### src/rtl/bank_wr_ctrl.sv
// bank_wr_ctrl: write controller for a four-slot register bank.
// Accepts bytes over a valid/ready handshake and places them in the bank.
// The slot is either the next sequential slot or an explicit address.
// The bank sees a registered strobe, a one-hot slot enable and the data one
// cycle after the byte is accepted. A clear writes zero to all four slots.
module bank_wr_ctrl #(
    parameter int W = 8
) (
    input  logic         clk,
    input  logic         rst,
    input  logic         in_valid,
    output logic         in_ready,
    input  logic [W-1:0] in_data,
    input  logic [1:0]   in_addr,
    input  logic         addr_mode,
    input  logic         clear,
    output logic         wr,
    output logic [3:0]   en,
    output logic [W-1:0] d,
    output logic [3:0]   valid_mask,
    output logic         full,
    output logic [1:0]   state
);

    typedef enum logic [1:0] {
        ST_EMPTY = 2'd0,
        ST_FILL  = 2'd1,
        ST_FULL  = 2'd2,
        ST_CLEAR = 2'd3
    } state_t;

    // Converts a 2-bit slot index into the bank's one-hot enable.
    function automatic logic [3:0] slot_onehot(input logic [1:0] idx);
        logic [3:0] oh;
        case (idx)
            2'd0:    oh = 4'b0001;
            2'd1:    oh = 4'b0010;
            2'd2:    oh = 4'b0100;
            2'd3:    oh = 4'b1000;
            default: oh = 4'b0000;
        endcase
        return oh;
    endfunction

    state_t       state_q, state_d;
    logic [1:0]   wptr_q, wptr_d;
    logic [3:0]   mask_q, mask_d;
    logic         wr_q, wr_d;
    logic [3:0]   en_q, en_d;
    logic [W-1:0] data_q, data_d;

    logic         full_s;
    logic         accept_s;
    logic [1:0]   slot_s;
    logic [3:0]   slot_oh_s;
    logic [3:0]   mask_upd_s;

    // Handshake: clear wins over data. While FULL, only addressed writes
    // may go through; sequential bytes stay pending upstream.
    always_comb begin
        full_s     = (mask_q == 4'b1111);
        in_ready   = ~clear & (state_q != ST_CLEAR) & (addr_mode | ~full_s);
        accept_s   = in_valid & in_ready;
        slot_s     = addr_mode ? in_addr : wptr_q;
        slot_oh_s  = slot_onehot(slot_s);
        mask_upd_s = mask_q | slot_oh_s;
    end

    // Next-state and next-output logic. The FSM transition is chosen
    // first, then a clear overrides everything.
    always_comb begin
        state_d = state_q;
        wptr_d  = wptr_q;
        mask_d  = mask_q;
        wr_d    = 1'b0;
        en_d    = 4'b0000;
        data_d  = data_q;

        if (accept_s) begin
            wr_d   = 1'b1;
            en_d   = slot_oh_s;
            data_d = in_data;
            mask_d = mask_upd_s;
            if (!addr_mode) begin
                wptr_d = wptr_q + 2'd1;
            end else begin
                wptr_d = wptr_q;
            end
        end else begin
            wr_d = 1'b0;
        end

        case (state_q)
            ST_EMPTY, ST_FILL: begin
                if (accept_s) begin
                    state_d = (mask_upd_s == 4'b1111) ? ST_FULL : ST_FILL;
                end else begin
                    state_d = state_q;
                end
            end
            ST_FULL:  state_d = ST_FULL;
            ST_CLEAR: state_d = ST_EMPTY;
            default:  state_d = ST_EMPTY;
        endcase

        if (clear) begin
            state_d = ST_CLEAR;
            wptr_d  = 2'd0;
            mask_d  = 4'b0000;
            wr_d    = 1'b1;
            en_d    = 4'b1111;
            data_d  = {W{1'b0}};
        end else begin
            state_d = state_d;
        end
    end

    // State and registered bank-side outputs; reset drops any pending write.
    always_ff @(posedge clk or posedge rst) begin
        if (rst) begin
            state_q <= ST_EMPTY;
            wptr_q  <= 2'd0;
            mask_q  <= 4'b0000;
            wr_q    <= 1'b0;
            en_q    <= 4'b0000;
            data_q  <= {W{1'b0}};
        end else begin
            state_q <= state_d;
            wptr_q  <= wptr_d;
            mask_q  <= mask_d;
            wr_q    <= wr_d;
            en_q    <= en_d;
            data_q  <= data_d;
        end
    end

    // Output port mapping.
    always_comb begin
        wr         = wr_q;
        en         = en_q;
        d          = data_q;
        valid_mask = mask_q;
        full       = full_s;
        state      = state_q;
    end

endmodule

### config.mk
export PLATFORM = sky130hd
export DESIGN_NAME = bank_wr_ctrl
export DESIGN_NICKNAME = d
export VERILOG_FILES = /design/src/rtl/bank_wr_ctrl.sv
export SDC_FILE = /design/constraint.sdc
export NUM_CORES = 1
export LEC_CHECK = 0
export CAP_MARGIN = 20
export CORE_MARGIN = 2
export CORE_UTILIZATION = 42
export DETAILED_ROUTE_END_ITERATION = 7
export GPL_ROUTABILITY_DRIVEN = 0
export GPL_TIMING_DRIVEN = 0
export PLACE_DENSITY_LB_ADDON = 0.25
export SLEW_MARGIN = 20
export SYNTH_ARGS = -nofsm -noshare
export SYNTH_HDL_FRONTEND = slang
export SYNTH_SLANG_ARGS = --single-unit
### constraint.sdc
create_clock -name clk -period 1.9 [get_ports clk]
set_clock_uncertainty 0.15 [all_clocks]
set_input_delay 0.38 -clock clk [delete_from_list [all_inputs] [get_ports clk]]
set_output_delay 0.38 -clock clk [all_outputs]
set_load 0.01 [all_outputs]
==> reports/metrics.cfg <==
[outcome]
status=finished, final reports clean

[detailed_routing]
post-route-drc-count=0
num_vias=837
first_pass_iters=5
via_per_inst=5.04
drtAntennaViolNets=0
drt-total-wl_um=2200
avgRoutedWirePerCell_um=13.3
drt_iter0_markers=21

[logic_synthesis]
synth_area_um2=941
ys_async_sr_fraction_pct=100
synthSimpleGateAreaFrac_pct=17.0
synth_xor_area_share_pct=0.931
synthAdderAreaFrac_pct=0
synth_top_area_cell=dfrtp_1
synth_mux_area_share_pct=3.46
yosysSeqAreaShare_pct=55.9
synth_top_family_by_area=compound AO/OA/AOI/OAI gates
post_synth_num_cell_types=27
synth_top_area_share_pct=55.9
synthTopCellsByArea=dfrtp_1 56%, nand2_1 9.2%, o21ai_0 5.9%
yosysMostFrequentCell=nand2_1
syn_avg_cell_area_um2=10.1
synth_compound_area_share_pct=18.2
synth_edf_count=0
netlist_top_cells_count=23 x nand2_1, 21 x dfrtp_1, 11 x o21ai_0, 5 x inv_1, 4 x a21oi_1
syn_nets=108
yosysWarnings=0
syn_inst=93
synth_flop_cell=dfrtp_1
ys_ff_latch=21

[power_and_ir_drop]
power.density_nw_per_um2=640
switching_share_pct=27.2
seq_power_share_pct=54.1
p_int_mw=0.659
finalPower_mw=0.904
ir_worst_vdd_v=0.000426
clkPwrFrac_pct=25.0
combinationalPowerShare_pct=20.9
power.leakage_nw=0.683
p_sw_mw=0.245

[final_layout]
finalCoreUtilization_pct=65.2
finalNetCount=154
drive_above_1_share_pct=17.4
antenna_cells=0
syn2layout_area_growth_pct=50.3
final_area_um2=1410

[floorplanning]
num_rows=17
core_area_um2=2170
dieArea_um2=2630
start_util_pct=43.4
io_pins=36
die_h_um=51.3
dieWidth_um=51.3

[placement]
dp_hpwl_um=1540
dpl_cell_area_um2=1320
port_buffers=34
dpl_worst_slack_ns=-0.489

[sta]
rsz0062_at_grt=true
finalHoldViolations=0
slew_headroom_pct=48.5
period_needed_ns=1.88
setup-violations-final=0
setup_ws_ns=0.0236
fmax_mhz=533
fin_crit_sh_pct=98.8
worst_slew_pin_slew_ns=0.772
drv_slew=0

[grt]
grt_util_all_layers_pct=19.7
grt_start_max_net_pins=22
antenna_found_initial=0
grt_first_pass_wirelength_um=3750
grt_pass1_vias=864
overflow=0

[clock_tree]
path_clk_slew_ns=0.13
numClockSinks=21
root_buffer=clkbuf_4
cts_max_path_buffers=2
htree_levels=1
cts_hold_buf=0
clk_latency_ns=0.32
cts_buffers=3
cts_tree=built

[setup_path]
cp.arrival_ns=1.35
start_kind=flip-flop
critPathCaptureType=primary output
crit_type=reg2out
critPathMaxFanout=3
rr_worst_depth=7
required_ns=1.37

[min_path]
hold_path_class=in2reg
hold_path_depth=3

[run]
drv_cap=0

## area by class of cell
| type | count | area (um^2) |
|---|---|---|
| inverter | 5 | 18.8 |
| multi-input combinational | 63 | 377 |
| sequential | 21 | 527 |
| tap | 28 | 35.0 |
| fill | 197 | 756 |
| clock buffer | 4 | 26.3 |
| buffer | 3 | 20.0 |
| timing repair buffer | 42 | 410 |
## metal layers
metal / global-route usage (%) / vias to the layer above / part of all wire, %
met1: 22.1 / 400 / 42
met5: 0 / - / 0
met3: 4.39 / 4 / 4.5
met4: 12.3 / 0 / 2.3
li1: - / 407 / -
met2: 33.5 / 26 / 52
## critical path, stage by stage, from the launching register on
cell           delay, ns
dfrtp_1             0.38
nand4_1             0.15
o21a_1              0.21
dlygate4sd2_1       0.28
## power groups by stage
stage                     clock [mW]  sequential [mW]  combinational [mW]
after floorplan                    0            0.513              0.0648
after global placement             0            0.501               0.176
after detailed placement           0            0.501               0.181
after CTS                      0.227            0.489               0.193
after global routing           0.249            0.492               0.207
final                          0.226            0.489               0.189
## path summary, 6_finish.rpt
kind	endpoint	from	slack, ns
max	in_ready	valid_mask[3]	0.02
min	wptr_q[0]	addr_mode	0.21
max reg2reg	d[4]	valid_mask[3]	0.14
min reg2reg	d[1]	d[1]	0.39
max in group asynchronous	state[1]	rst	0.73
min in group asynchronous	d[3]	rst	0.35
## kinds of logic (layout without fill, tap and decap cells)
group                     Yosys count  after routing
buffers and inverters               9             54
AOI/OAI and AO/OA                  26             26
muxes                               2              2
and+or+nand+nor                    34             34
DFF                                21             21
xor gates and xnor gates            1              1
## layout by cell type, fill, tap and decap left out, types with 2 or more instances in the layout
cell type         n
buf_4             8
dlygate4sd2_1     2
dfrtp_1          20
nor3_1            2
dlymetal6s2s_1    5
clkdlybuf4s50_1  26
a21oi_1           3
o21ai_0          11
inv_1             5
a21o_2            2
clkbuf_1          2
nor2_1            2
nor3_2            2
clkbuf_4          3
o2bb2ai_1         2
nand2_1          23
o31ai_1           2
## stage by stage
step	TNS, ns	hold slack (ns)	instances
6_report	0	0.211	166
5_1_grt	-0.0408	0.220	166
4_1_cts	0	0.218	165
3_5_place_dp	-7.21	0.378	155
3_3_place_gp	-5.87	0.371	155
2_1_floorplan	0	0.207	93
## sequential cells by signal, indices dropped and copies added (netlist names)
register / cells
wptr_q: 2
wr: 1
state: 2
en: 4
d: 8
valid_mask: 4
## repair_timing
item / in CTS / in global routing
endpoints found under the setup margin: 13 / 11
pin swaps: 1 / 1
setup buffers: 7 / 1
resized for setup: 5 / 7
No activity file was read; power rests on OpenSTA's default activity.
